### config.mk
export PLATFORM = sky130hd
export DESIGN_NAME = fetch_stage_flat
export DESIGN_NICKNAME = d
export VERILOG_FILES = /design/src/rtl/fetch_stage_if.sv /design/src/rtl/fetch_stage.sv /design/src/flat_wrapper.sv
export SDC_FILE = /design/constraint.sdc
export NUM_CORES = 1
export LEC_CHECK = 0
export ABC_AREA = 1
export CAP_MARGIN = 20
export CELL_PAD_IN_SITES_DETAIL_PLACEMENT = 1
export CELL_PAD_IN_SITES_GLOBAL_PLACEMENT = 1
export CORE_ASPECT_RATIO = 0.8
export CORE_MARGIN = 5
export CORE_UTILIZATION = 38
export DETAILED_ROUTE_END_ITERATION = 7
export PLACE_DENSITY_LB_ADDON = 0.1
export SLEW_MARGIN = 10
export SYNTH_ARGS = -nofsm -noshare
export SYNTH_HDL_FRONTEND = slang
export SYNTH_SLANG_ARGS = --single-unit
export TNS_END_PERCENT = 100
### constraint.sdc
create_clock -name clk -period 6 [get_ports clk]
set_input_delay 0.6 -clock clk [delete_from_list [all_inputs] [get_ports clk]]
set_output_delay 0.6 -clock clk [all_outputs]
set_load 0.005 [all_outputs]
### src/rtl/fetch_stage_if.sv
// ---------------------------------------------------------------------------
// fetch_stage_if
//   Instruction-memory request/response bus used by the fetch stage.
//   imem_req   : request valid, held until acknowledged
//   imem_addr  : request address, stable while imem_req=1 and imem_ack=0
//   imem_ack   : response valid, may rise in the same cycle as imem_req
//   imem_rdata : instruction word, meaningful only while imem_ack=1
//   master = fetch stage side, slave = instruction memory side.
// ---------------------------------------------------------------------------
interface fetch_stage_if #(
  parameter int PC_W = 9
);

  logic            imem_req;
  logic [PC_W-1:0] imem_addr;
  logic            imem_ack;
  logic [31:0]     imem_rdata;

  modport master (
    output imem_req,
    output imem_addr,
    input  imem_ack,
    input  imem_rdata
  );

  modport slave (
    input  imem_req,
    input  imem_addr,
    output imem_ack,
    output imem_rdata
  );

endinterface

### src/rtl/fetch_stage.sv
// ---------------------------------------------------------------------------
// fetch_stage
//   Instruction-fetch stage. Owns the program counter, issues requests on the
//   instruction-memory bus and loads the IF/ID pipeline register. A taken
//   branch from EX (PcSel/BrPC) redirects the PC and flushes wrong-path work;
//   the hazard unit's Stall holds the IF/ID register.
//
//   clk        : rising-edge clock
//   reset      : asynchronous, active-high reset
//   PcSel      : redirect request (branch taken in EX this cycle)
//   BrPC       : redirect target, low two bits ignored
//   Stall      : hold IF/ID contents
//   imem       : instruction-memory bus (master side)
//   IfId_PC    : PC of the instruction in IF/ID
//   IfId_Instr : instruction in IF/ID (NOP when bubble)
//   IfId_Valid : IF/ID holds a real instruction
// ---------------------------------------------------------------------------
module fetch_stage #(
  parameter int              PC_W     = 9,
  parameter logic [PC_W-1:0] RESET_PC = '0
) (
  input  logic             clk,
  input  logic             reset,
  input  logic             PcSel,
  input  logic [31:0]      BrPC,
  input  logic             Stall,
  fetch_stage_if.master    imem,
  output logic [PC_W-1:0]  IfId_PC,
  output logic [31:0]      IfId_Instr,
  output logic             IfId_Valid
);

  localparam logic [31:0] NOP_INSTR = 32'h0000_0013;

  typedef enum logic [1:0] {
    IDLE,
    REQ,
    HOLD,
    DRAIN
  } state_e;

  state_e          state_q, state_d;
  logic [PC_W-1:0] pc_q, pc_d;
  logic [PC_W-1:0] drainAddr_q, drainAddr_d;
  logic [PC_W-1:0] holdPc_q, holdPc_d;
  logic [31:0]     holdInstr_q, holdInstr_d;
  logic [PC_W-1:0] ifIdPc_q, ifIdPc_d;
  logic [31:0]     ifIdInstr_q, ifIdInstr_d;
  logic            ifIdValid_q, ifIdValid_d;

  logic [PC_W-1:0] brTarget;
  logic            unusedBrBits;

  // Branch targets are word aligned; only the PC-sized slice of BrPC matters.
  assign brTarget     = {BrPC[PC_W-1:2], 2'b00};
  assign unusedBrBits = ^{BrPC[31:PC_W], BrPC[1:0]};

  // State register.
  always_ff @(posedge clk or posedge reset) begin
    if (reset) begin
      state_q <= IDLE;
    end else begin
      state_q <= state_d;
    end
  end

  // Next-state logic. A redirect always wins. Leaving REQ on a redirect
  // without an ack must first drain the abandoned request, because the memory
  // still owes us a response for the old address. In DRAIN an ack returns us
  // to REQ even if another redirect arrives in the same cycle, otherwise we
  // would wait forever for a second response that never comes.
  always_comb begin
    state_d = state_q;
    case (state_q)
      IDLE: state_d = REQ;
      REQ: begin
        if (PcSel) begin
          state_d = imem.imem_ack ? REQ : DRAIN;
        end else if (imem.imem_ack && Stall) begin
          state_d = HOLD;
        end
      end
      HOLD: begin
        if (PcSel || !Stall) begin
          state_d = REQ;
        end
      end
      DRAIN: begin
        if (imem.imem_ack) begin
          state_d = REQ;
        end
      end
      default: state_d = IDLE;
    endcase
  end

  // Bus outputs. The address comes from the latched drain address while an
  // abandoned request is outstanding so it never changes mid-request, even
  // though the PC has already moved to the branch target.
  always_comb begin
    imem.imem_req  = (state_q == REQ) || (state_q == DRAIN);
    imem.imem_addr = (state_q == DRAIN) ? drainAddr_q : pc_q;
  end

  // Datapath next-state: PC, hold buffer, drain address and IF/ID. A fetch
  // that completes under Stall is parked in the hold buffer so the memory
  // handshake can finish without overwriting the stalled IF/ID contents.
  // The redirect overrides are applied last so they win over everything.
  always_comb begin
    pc_d        = pc_q;
    drainAddr_d = drainAddr_q;
    holdPc_d    = holdPc_q;
    holdInstr_d = holdInstr_q;
    ifIdPc_d    = ifIdPc_q;
    ifIdInstr_d = ifIdInstr_q;
    ifIdValid_d = ifIdValid_q;

    case (state_q)
      REQ: begin
        if (imem.imem_ack) begin
          pc_d = pc_q + PC_W'(4);
          if (Stall) begin
            holdPc_d    = pc_q;
            holdInstr_d = imem.imem_rdata;
          end else begin
            ifIdPc_d    = pc_q;
            ifIdInstr_d = imem.imem_rdata;
            ifIdValid_d = 1'b1;
          end
        end else if (!Stall) begin
          ifIdInstr_d = NOP_INSTR;
          ifIdValid_d = 1'b0;
        end
      end
      HOLD: begin
        if (!Stall) begin
          ifIdPc_d    = holdPc_q;
          ifIdInstr_d = holdInstr_q;
          ifIdValid_d = 1'b1;
        end
      end
      default: begin
        if (!Stall) begin
          ifIdInstr_d = NOP_INSTR;
          ifIdValid_d = 1'b0;
        end
      end
    endcase

    if (PcSel) begin
      pc_d        = brTarget;
      ifIdInstr_d = NOP_INSTR;
      ifIdValid_d = 1'b0;
      if (state_q == REQ) begin
        drainAddr_d = pc_q;
      end
    end
  end

  // Datapath registers.
  always_ff @(posedge clk or posedge reset) begin
    if (reset) begin
      pc_q        <= RESET_PC;
      drainAddr_q <= '0;
      holdPc_q    <= '0;
      holdInstr_q <= NOP_INSTR;
      ifIdPc_q    <= '0;
      ifIdInstr_q <= NOP_INSTR;
      ifIdValid_q <= 1'b0;
    end else begin
      pc_q        <= pc_d;
      drainAddr_q <= drainAddr_d;
      holdPc_q    <= holdPc_d;
      holdInstr_q <= holdInstr_d;
      ifIdPc_q    <= ifIdPc_d;
      ifIdInstr_q <= ifIdInstr_d;
      ifIdValid_q <= ifIdValid_d;
    end
  end

  // IF/ID register outputs.
  always_comb begin
    IfId_PC    = ifIdPc_q;
    IfId_Instr = ifIdInstr_q;
    IfId_Valid = ifIdValid_q;
  end

endmodule
### src/flat_wrapper.sv
// flat-port wrapper written by rule: the top's interface ports become plain ports
module fetch_stage_flat 
#(
  parameter int              PC_W     = 9,
  parameter logic [PC_W-1:0] RESET_PC = '0
)
  (clk, reset, PcSel, BrPC, Stall, IfId_PC, IfId_Instr, IfId_Valid, imem_imem_req, imem_imem_addr, imem_imem_ack, imem_imem_rdata);
  fetch_stage_if #(.PC_W(PC_W)) imem_i ();
  input  logic clk;
  input  logic reset;
  input  logic PcSel;
  input  logic [31:0] BrPC;
  input  logic Stall;
  output logic [PC_W-1:0] IfId_PC;
  output logic [31:0] IfId_Instr;
  output logic IfId_Valid;
  output wire logic [$bits(imem_i.imem_req)-1:0] imem_imem_req;
  output wire logic [$bits(imem_i.imem_addr)-1:0] imem_imem_addr;
  input wire logic [$bits(imem_i.imem_ack)-1:0] imem_imem_ack;
  input wire logic [$bits(imem_i.imem_rdata)-1:0] imem_imem_rdata;
  assign imem_imem_req = imem_i.imem_req;
  assign imem_imem_addr = imem_i.imem_addr;
  assign imem_i.imem_ack = imem_imem_ack;
  assign imem_i.imem_rdata = imem_imem_rdata;
  fetch_stage #(.PC_W(PC_W), .RESET_PC(RESET_PC)) u_core (.clk(clk), .reset(reset), .PcSel(PcSel), .BrPC(BrPC), .Stall(Stall), .imem(imem_i), .IfId_PC(IfId_PC), .IfId_Instr(IfId_Instr), .IfId_Valid(IfId_Valid));
endmodule
**After elaboration in Yosys (flattened, before gate mapping)**

Index checks and enable logic that the tools add are counted.

- Output and inout bits: 52
- Register bits after elaboration: 103
- Input port bits: 69
- Word-level logic and storage cells: 59

- Reduce and logical (&&, ||, !) cells: 14
- Equality and inequality tests: 11
- Add/subtract/negate cells: 1
- Muxes and demuxes: 25

Operators with widths:

| cell | number |
|---|---|
| two-way mux 32 bit | 5 |
| one-hot mux 32 bit (2 select lines) | 1 |
| two-way mux 9 bit | 7 |
| one-hot mux 9 bit (2 select lines) | 1 |
| two-way mux 2 bit | 5 |
| adder 9 x 3 -> 9 bit, second input constant | 1 |
| inequality test 2 bit, second input constant | 4 |
| one-hot mux 2 bit (4 select lines) | 1 |
| AND reduction 2 bit | 3 |
| AND reduction 3 bit | 2 |
| nonzero test 2 bit | 3 |
| == test 2 bit, second input constant | 2 |
| two-way mux 1 bit | 4 |
| inequality test 4 bit, second input constant | 1 |
| AND reduction 4 bit | 1 |
| inequality test 3 x 2 -> 1 bit, second input constant | 1 |
| inequality test 3 bit, second input constant | 1 |
| == test 2 x 1 -> 1 bit, second input constant | 1 |
| zero test 2 bit | 1 |
| logical OR 1 bit | 2 |
| inequality test 2 x 1 -> 1 bit, second input constant | 1 |
| one-hot mux 1 bit (2 select lines) | 1 |
| logical AND 1 bit | 1 |
| zero test 1 bit | 1 |

**Longest topological paths before layout**

Gate-level depths: netlist of the first run.

- Depth in word-level cells: 4
- Gate-level depth with buffers: 12
- Gate-level depth less buffers: 10

**Least setup slack after synthesis of the first run**

OpenSTA, ideal clock, no wires.

- Path kind: flip-flop to output port
- From: register u_core.state_q[0]
- To: output imem_imem_addr[3]
- Path buffers: 1
- Data required time: 5.400 ns
- Arrival: 1.055 ns
- Stages on the path, launching flop included: 4
- Path slack: 4.345 ns
- Cell sequence: dfrtp_1 ha_1 clkbuf_1 o21ai_0

- Word-level cells in the longest chain between the ends: 2

Ends and longest elaborated chain:

| item | line | source |
|---|---|---|
| start: declaration | fetch_stage.sv:42 | `state_e state_q, state_d;` |
| start signal: assignment | fetch_stage.sv:63 | `state_q <= state_d;` |
| == test 2 bit | fetch_stage.sv:102 | `imem.imem_addr = (state_q == DRAIN) ? drainAddr_q : pc_q;` |
| two-way mux 9 bit | fetch_stage.sv:102 |  |
| end: declaration | flat_wrapper.sv:18 | `output wire logic [$bits(imem_i.imem_addr)-1:0] imem_imem_addr;` |

No other way between the ends.

**Final worst setup path of the first run**

- From: register u_core.state_q[1]
- To: output imem_imem_addr[6]

Same word-level chain as after synthesis.

==> results of run 1 <==
-- sequential cells by signal, summed over array words and instances (netlist names) --
| signal | flops |
|---|---|
| u_core.IfId_Instr | 32 |
| u_core.holdInstr_q | 32 |
| u_core.IfId_PC | 7 |
| u_core.drainAddr_q | 7 |
| u_core.holdPc_q | 7 |
| u_core.pc_q | 7 |
| u_core.state_q | 2 |
| u_core.IfId_Valid | 1 |
-- cells in the final DEF (no fill, tap or decap), types with 4 or more instances in the layout --
cell | synthesis | final
nor2_1 | 22 | 22
conb_1 | 1 | 4
a21oi_1 | 35 | 35
nand3_1 | 8 | 8
dfrtp_1 | 89 | 89
clkdlybuf4s50_1 | 0 | 91
buf_4 | 7 | 4
dfstp_2 | 6 | 6
clkbuf_16 | 0 | 9
nand2_1 | 223 | 222
mux2_2 | 27 | 27
o21ai_0 | 49 | 49
inv_1 | 23 | 22
ha_1 | 6 | 6
-- where the power goes --
group | total [µW] | internal (µW) | leakage (µW) | switching (µW)
Sequential | 1040 | 899 | 0.00119 | 141
Combinational | 1030 | 474 | 0.00136 | 557
Clock | 581 | 326 | 0.000139 | 255
-- per-stage QoR --
| step | instances | worst slack, ns | power, µW | hold WS, ns | cell area [µm²] |
|---|---|---|---|---|---|
| CTS | 767 | 3.35 | 2690 | 0.477 | 5800 |
| global placement | 750 | 3.08 | 2030 | 0.452 | 5490 |
| finish | 769 | 3.38 | 2650 | 0.471 | 5850 |
| global route | 769 | 3.23 | 2860 | 0.504 | 5850 |
| detailed placement | 751 | 3.15 | 2090 | 0.459 | 5510 |
| floorplan | 538 | 2.93 | 1640 | 0.448 | 4520 |
-- cell families after synthesis --
family / count (synthesis) / share of synthesized area, %
muxes: 29 / 7.24
buffers and inverters: 56 / 5.71
DFF: 95 / 52.9
xor gates and xnor gates: 2 / 0.388
AOI/OAI and AO/OA: 90 / 10.3
adders and majority gates: 6 / 1.66
and+or+nand+nor: 256 / 21.8
other: 1 / 0.0831
-- layout make-up --
class	instances	area (µm²)	area share [%]
Multi-Input combinational cell	387	1880	32.2
Inverter	25	96.3	1.65
Clock inverter	6	67.6	1.16
Timing Repair Buffer	98	1000	17.2
Sequential cell	95	2380	40.8
Clock buffer	10	229	3.91
Tap cell	148	185	3.17
-- layer usage --
metal | GRT usage, % | share of wire (%) | up-vias
met5 | 0 | 0 | -
met2 | 30.1 | 48 | 65
met4 | 3.74 | 0.94 | 0
met1 | 23.8 | 47 | 1852
li1 | - | - | 1861
met3 | 4.21 | 3.8 | 11
-- worst min-delay path: cells and delay by family, from the launching register on --
family,cells,cell delay (ns)
AND/OR/NAND/NOR,2,0.11
flip-flops,1,0.34
-- path summary, 6_finish.rpt --
path | start | to | slack [ns]
max | u_core.state_q[1] | imem_imem_addr[6] | 3.38
min | u_core.IfId_Instr[6] | u_core.IfId_Instr[6] | 0.47
max reg2reg | u_core.state_q[0] | u_core.IfId_PC[8] | 3.62
min reg2reg | u_core.IfId_Instr[6] | u_core.IfId_Instr[6] | 0.47
max in group asynchronous | reset | u_core.holdInstr_q[4] | 4.50
min in group asynchronous | reset | u_core.IfId_Instr[21] | 0.53
==> results.sh, run 1 <==
export IMPL_slew_viol_final=0
export IMPL_place_congestion=0.807
export IMPL_ff2ff_path_depth=6
export IMPL_cts_root_buffer="clkbuf_16"
export IMPL_viasPerCell=4.93
export IMPL_clk_insertion_delay_late_ns=0.34
export IMPL_powerDensity_nw_per_um2=453
export IMPL_grt_usage_pct=17.9
export IMPL_netlist_instances=535
export IMPL_area_growth_synth_to_final_pct=29.6
export IMPL_cts_sinks=95
export IMPL_finalHoldViolCount=0
export IMPL_initial_core_util_pct=39.0
export IMPL_wirelength_um=12300
export IMPL_startpoint_type="register"
export IMPL_cp_depth=4
export IMPL_core_area_um2=11600
export IMPL_min_path_cells=2
export IMPL_antenna_found_initial=0
export IMPL_synth_top_area_share_pct=49.4
export IMPL_io_buffers=91
export IMPL_post_route_util_pct=50.6
export IMPL_avgSynthCellArea_um2=8.43
export IMPL_setup_viol=0
export IMPL_fin_crit_ns=2.62
export IMPL_grt_max_degree=81
export IMPL_die_width_um=132
export IMPL_max_stage_delay_ns=0.53
export IMPL_route_detailed_drc=0
export IMPL_layout_drive_gt1_share_pct=9.98
export IMPL_syn_area_um2=4510
export IMPL_rsz0062_at_grt="no"
export IMPL_critPathSlowestCell="clkdlybuf4s50_1"
export IMPL_max_cap_violations=0
export IMPL_fmax_mhz=382
export IMPL_first_global_vias=4099
export IMPL_irDropWorstVdd_mv=0.190
export IMPL_path_delay_family="buffers and inverters"
export IMPL_clk_pin_slew_ns=0.07
export IMPL_arrival_ns=2.02
export IMPL_synthTopCellsByArea="dfrtp_1, nand2_1, mux2_2"
export IMPL_crit_path_cell_trace="ha_1 > nand2_1 > o21ai_0 > clkdlybuf4s50_1"
export IMPL_placementRows=35
export IMPL_cts_setup_buffers=0
export IMPL_synth_top_area_cell="dfrtp_1"
export IMPL_antennaDiodeCount=0
export IMPL_p_leak_uw=0.00269
export IMPL_synth_flop_cell="dfrtp_1"
export IMPL_synth_cell_types=28
export IMPL_fin_worst_skew_ns=0.00694
export IMPL_tns_ns=0
export IMPL_tightest_slew_ns=0.996
export IMPL_wl_per_cell_um=16.0
export IMPL_fp_dieH_um=107
export IMPL_hold_class="reg2reg"
export IMPL_grt_pass1_wl_um=20600
export IMPL_cp_num_buf_inv=1
export IMPL_vias=3789
export IMPL_fillCellCount=1375
export IMPL_synth_commonest_cells="nand2_1, dfrtp_1, o21ai_0"
export IMPL_nets=691
export IMPL_critPathRequiredTime_ns=5.40
export IMPL_status="finished, final reports clean"
export IMPL_ctsHoldBuffers=0
export IMPL_htreeDepth=3
export IMPL_ys_warn_count=0
export IMPL_hpwl_um=8500
export IMPL_ant_nets=0
export IMPL_cts_buffers=9
export IMPL_synth_edf_count=0
export IMPL_path_class="reg2out"
export IMPL_cts_tree="yes"
export IMPL_ys_seq_elements=95
export IMPL_die_area_um2=14200
export IMPL_min_period_over_period_pct=43.7
export IMPL_relSlewSlack_pct=33.6
export IMPL_async_flop_share_pct=100
export IMPL_cts_resized=0
export IMPL_cts_buffer_depth=2
export IMPL_drt_iter0_drc=166
export IMPL_worstPathMaxFanout=16
export IMPL_synth_most_common_cell="nand2_1"
export IMPL_worst_setup_path_end_kind="output pin"
export IMPL_ys_seq_area_share_pct=52.9
export IMPL_overflow=0
export IMPL_first_pass_iters=4
export IMPL_io_pins=121
Power figures use the tool's default switching activity.
==> run 2: changes to the inputs <==
CORE_UTILIZATION = 32   (was 38)
clock period = 2.1 ns   (was 6 ns; I/O delays follow)
==> run 2 against run 1 <==
Register-to-register slack worse by 3.4 ns. First-iteration DRC count down 19%. Clock skew down 0.0016 ns. Global-route usage fell by 1.3 points. Sequential share of layout area down 0.90 points. Combinational power rose to 3.0 times the previous value. Sequential cell count stayed put. Critical endpoint is now imem_imem_req.
==> results.sh, run 2 (synthesis gave the netlist of run 1 again) <==
export IMPL_layout_commonest_cell="nand2_1"
export IMPL_layout_drive_gt1_share_pct=11.3
export IMPL_wirelength_um=13000
export IMPL_sw_frac_of_total_pct=36.0
export IMPL_ff2ff_path_depth=8
export IMPL_viasPerCell=4.68
export IMPL_htreeDepth=3
export IMPL_power_uw=7760
export IMPL_cts_tree="yes"
export IMPL_die_width_um=143
export IMPL_setup_viol=0
export IMPL_cts_sinks=95
export IMPL_die_area_um2=16600
export IMPL_worst_setup_path_end_kind="output pin"
export IMPL_rrSetupSlack_ns=0.18
export IMPL_place_area_um2=5660
export IMPL_r2r_start="u_core.state_q[1]"
export IMPL_first_global_vias=4189
export IMPL_clk_insertion_delay_late_ns=0.35
export IMPL_grt_pass1_wl_um=21800
export IMPL_wl_per_cell_um=16.1
export IMPL_power_frac_seq_pct=38.3
export IMPL_first_pass_iters=4
export IMPL_cts_root_buffer="clkbuf_16"
export IMPL_area_growth_synth_to_final_pct=32.6
export IMPL_clk_pin_slew_ns=0.07
export IMPL_io_pins=121
export IMPL_io_buffers=91
export IMPL_worstPathMaxFanout=4
export IMPL_cts_buffers=9
export IMPL_powerDensity_nw_per_um2=1300
export IMPL_hold_class="in2async"
export IMPL_antennaDiodeCount=0
export IMPL_place_congestion=0.771
export IMPL_critPathSlowestCell="clkdlybuf4s50_1"
export IMPL_path_class="reg2out"
export IMPL_relSlewSlack_pct=64.8
export IMPL_fmax_mhz=492
export IMPL_p_comb_share_pct=39.6
export IMPL_vias=3786
export IMPL_r2r_end="u_core.pc_q[2]"
export IMPL_ant_nets=0
export IMPL_initial_core_util_pct=32.9
export IMPL_fillCellCount=1633
export IMPL_pre_cts_ws_ns=0.140
export IMPL_slew_viol_final=0
export IMPL_most_common_layout_cells="nand2_1, clkdlybuf4s50_1, dfrtp_1"
export IMPL_startpoint_type="register"
export IMPL_nets=699
export IMPL_grt_usage_pct=16.6
export IMPL_overflow=0
export IMPL_core_area_um2=13700
export IMPL_finalHoldViolCount=0
export IMPL_placementRows=38
export IMPL_irDropWorstVdd_mv=0.604
export IMPL_route_detailed_drc=0
export IMPL_hpwl_um=9040
export IMPL_fp_dieH_um=116
export IMPL_arrival_ns=1.82
export IMPL_grt_max_degree=96
export IMPL_min_period_over_period_pct=96.9
export IMPL_tightest_slew_ns=0.528
export IMPL_max_stage_delay_ns=0.45
export IMPL_status="finished, final reports clean"
export IMPL_crit_path_cell_trace="inv_1 > ha_2 > or2_2 > clkdlybuf4s50_1"
export IMPL_critPathRequiredTime_ns=1.89
export IMPL_fin_crit_ns=2.03
export IMPL_fin_worst_skew_ns=0.00536
export IMPL_max_cap_violations=0
export IMPL_p_switching_uw=2800
export IMPL_drt_iter0_drc=134
export IMPL_antenna_found_initial=0
export IMPL_p_leak_uw=0.00273
export IMPL_cts_buffer_depth=2
export IMPL_timing_final_ws_setup_ns=0.0660
export IMPL_design_area_um2=5980
export IMPL_cellInternalPower_uw=4970
export IMPL_power_share_clock_pct=22.1
## run 2: cell count changes in the layout (fill, tap and decap cells not counted), sizes merged
cell | previous run | this run
clkbuf | 10 | 12
inv | 27 | 24
buf | 7 | 15
clkinv | 1 | 2
## run 2: layout make-up
class | instances | area [µm²] | area share (%)
multi-input combinational | 387 | 1900 | 31.7
inverter | 25 | 97.6 | 1.63
clock inverter | 4 | 55.1 | 0.921
sequential | 95 | 2380 | 39.9
tap | 180 | 225 | 3.77
timing repair buffer | 106 | 1070 | 17.9
clock buffer | 12 | 246 | 4.12
## run 2: repair_timing
| item | CTS | global route |
|---|---|---|
| setup buffers | 1 | 0 |
| gates resized for setup | 2 | 1 |
| hold buffers | 0 | 0 |
| endpoints found under the setup margin | 8 | 2 |
## run 2: stage by stage
step | utilization [%] | hold WS, ns | instances | TNS (ns)
final | 43.7 | 0.359 | 809 | 0
after global routing | 43.7 | 0.429 | 809 | -0.00163
after CTS | 43.7 | 0.400 | 809 | 0
after detailed placement | 41.3 | 0.461 | 792 | 0
after global placement | 41.3 | 0.454 | 792 | 0
after floorplan | - | 0.337 | 538 | 0
## run 2: how the worst max path moves through the flow
stage                            startpoint               endpoint  slack [ns]  cells after the start
after floorplan           u_core.state_q[1]  u_core.IfId_Instr[10]        0.48                     11
after global placement    u_core.state_q[1]         u_core.pc_q[7]        0.22                      9
after detailed placement  u_core.state_q[1]         u_core.pc_q[7]        0.14                      9
after CTS                 u_core.state_q[1]          imem_imem_req       0.005                      4
after global routing      u_core.state_q[0]      imem_imem_addr[8]      -0.002                      4
final                     u_core.state_q[1]          imem_imem_req        0.07                      4
## run 2: power groups by stage
stage | logic, µW | registers [µW] | clock network [µW]
finish | 3080 | 2980 | 1710
global route | 3470 | 3070 | 1830
CTS | 3150 | 2980 | 1750
detailed placement | 3100 | 3010 | 0
global placement | 3000 | 2950 | 0
floorplan | 1770 | 2920 | 0
## run 2: layer usage
layer	GRT usage (%)	part of all wire (%)	vias to the layer above
met4	3.61	0.88	0
li1	-	-	1877
met1	22.6	50	1837
met3	4.30	4.3	9
met2	27.0	45	63
met5	0	0	-
## run 2: worst max-delay path, delay by kind of cell (launching register included)
kind | cells | cell delay [ns]
fa+ha+maj | 1 | 0.21
flops | 1 | 0.42
buf+inv | 2 | 0.54
simple gates | 1 | 0.30
==> run 3: changes to the inputs <==
SETUP_SLACK_MARGIN = 0.5   (was not set)
==> run 3 against run 2 <==
Clock skew up 0.0030 ns. Sequential share of layout area down 4.9 points. Design area up 14%. Routed wire length up 15%. Utilization up 6.1 points. Global-route usage up 0.86 points. Non-clock buffer count up 32. Critical path type unchanged.
==> results.sh, run 3 (synthesis gave the netlist of run 1 again) <==
export IMPL_status="finished, final reports clean"
export IMPL_min_period_over_period_pct=80.4
export IMPL_rsz0062_at_grt="yes"
export IMPL_layout_commonest_cell="nand2_1"
export IMPL_worst_setup_path_end_kind="output pin"
export IMPL_powerDensity_nw_per_um2=1360
export IMPL_slew_viol_final=0
export IMPL_grt_usage_pct=17.5
export IMPL_cp_num_buf_inv=2
export IMPL_cts_root_buffer="clkbuf_16"
export IMPL_overflow=0
export IMPL_fp_dieH_um=116
export IMPL_core_area_um2=13700
export IMPL_relSlewSlack_pct=63.2
export IMPL_first_pass_iters=5
export IMPL_hpwl_um=8980
export IMPL_p_switching_uw=3370
export IMPL_tightest_slew_ns=0.551
export IMPL_tns_ns=0
export IMPL_path_delay_family="flip-flops"
export IMPL_viasPerCell=4.90
export IMPL_startpoint_type="register"
export IMPL_clk_insertion_delay_late_ns=0.35
export IMPL_cellInternalPower_uw=5890
export IMPL_p_leak_uw=0.00330
export IMPL_initial_core_util_pct=32.9
export IMPL_htreeDepth=3
export IMPL_wl_per_cell_um=17.8
export IMPL_critPathRequiredTime_ns=1.89
export IMPL_die_area_um2=16600
export IMPL_die_width_um=143
export IMPL_clk_pin_slew_ns=0.07
export IMPL_layout_drive_gt1_share_pct=25.1
export IMPL_p_comb_share_pct=48.8
export IMPL_fmax_mhz=592
export IMPL_sw_frac_of_total_pct=36.4
export IMPL_worstPathMaxFanout=4
export IMPL_critPathSlowestCell="dfrtp_2"
export IMPL_hold_class="in2async"
export IMPL_placementRows=38
export IMPL_wirelength_um=15000
export IMPL_drt_iter0_drc=124
export IMPL_cts_sinks=95
export IMPL_cts_buffers=9
export IMPL_crit_path_cell_trace="buf_6 > ha_4 > or2_4 > buf_6"
export IMPL_setup_viol=0
export IMPL_timing_final_ws_setup_ns=0.412
export IMPL_path_common_cell="buf_6"
export IMPL_io_buffers=91
export IMPL_io_pins=121
export IMPL_power_frac_seq_pct=33.0
export IMPL_pre_cts_ws_ns=0.181
export IMPL_first_global_vias=4242
export IMPL_path_class="reg2out"
export IMPL_power_share_clock_pct=18.2
export IMPL_cts_tree="yes"
export IMPL_cts_buffer_depth=2
export IMPL_grt_max_degree=96
export IMPL_ctsHoldBuffers=0
export IMPL_ant_nets=0
export IMPL_irDropWorstVdd_mv=0.617
export IMPL_fin_crit_ns=1.69
export IMPL_finalHoldViolCount=0
export IMPL_max_stage_delay_ns=0.46
export IMPL_fin_worst_skew_ns=0.00835
export IMPL_nets=731
export IMPL_vias=4123
export IMPL_antenna_found_initial=0
export IMPL_max_cap_violations=0
export IMPL_route_detailed_drc=0
export IMPL_most_common_layout_cells="nand2_1, dfrtp_1, clkdlybuf4s50_1"
export IMPL_antennaDiodeCount=0
export IMPL_arrival_ns=1.48
export IMPL_area_growth_synth_to_final_pct=51.2
export IMPL_grt_pass1_wl_um=22500
export IMPL_place_congestion=0.753
[run 3: worst paths after layout]
path | cells past startpoint | to | slack, ns | start
max | 4 | imem_imem_req | 0.41 | u_core.state_q[0]
min | 3 | u_core.IfId_PC[4] | 0.35 | reset
max reg2reg | 8 | u_core.holdInstr_q[9] | 0.42 | u_core.state_q[0]
min reg2reg | 2 | u_core.IfId_Instr[27] | 0.47 | u_core.IfId_Instr[27]
max in group asynchronous | 3 | u_core.state_q[0] | 1.27 | reset
min in group clk | 3 | u_core.holdInstr_q[1] | 0.42 | imem_imem_rdata[1]
[run 3: stage by stage]
stage / power [µW] / utilization [%] / instances / cell area [µm²] / hold slack [ns]
final: 9260 / 49.8 / 841 / 6820 / 0.353
after global placement: 6010 / 41.4 / 793 / 5670 / 0.454
after CTS: 8560 / 46.6 / 832 / 6390 / 0.398
after detailed placement: 6140 / 41.4 / 793 / 5670 / 0.460
after global routing: 9850 / 49.8 / 841 / 6820 / 0.416
after floorplan: 4690 / - / 538 / 4530 / 0.337
[run 3: layout make-up]
class,count,area [µm²]
Timing Repair Buffer,138,1520
Multi-Input combinational cell,387,2280
Tap cell,180,225
Inverter,25,114
Clock inverter,4,53.8
Fill cell,1568,6870
Clock buffer,12,246
Sequential cell,95,2390
[run 3: power by group through the flow]
| stage | Clock [µW] | Sequential (µW) | Combinational, µW |
|---|---|---|---|
| after detailed placement | 0 | 3000 | 3130 |
| after floorplan | 0 | 2920 | 1780 |
| final | 1690 | 3050 | 4510 |
| after CTS | 1740 | 2980 | 3850 |
| after global placement | 0 | 2950 | 3060 |
| after global routing | 1800 | 3140 | 4920 |
[run 3: layer usage]
| layer | part of all wire, % | track usage, % | routed length, µm |
|---|---|---|---|
| met5 | 0 | 0 | 0 |
| met1 | 48 | 23.9 | 7200 |
| met3 | 4.8 | 4.50 | 723 |
| met2 | 45 | 27.5 | 6770 |
| met4 | 1.8 | 5.13 | 275 |
[run 3: tightest hold or removal path, cell delays in order]
cell and delay (ns):
clkdlybuf4s50_1 0.44, clkinvlp_4 0.10, buf_12 0.39
[run 3: what timing repair did]
| action | in CTS | in global routing |
|---|---|---|
| pin swaps | 6 | 14 |
| endpoints found under the setup margin | 95 | 94 |
| cloned | 4 | 4 |
| resized for setup | 93 | 94 |
| setup buffers | 19 | 5 |
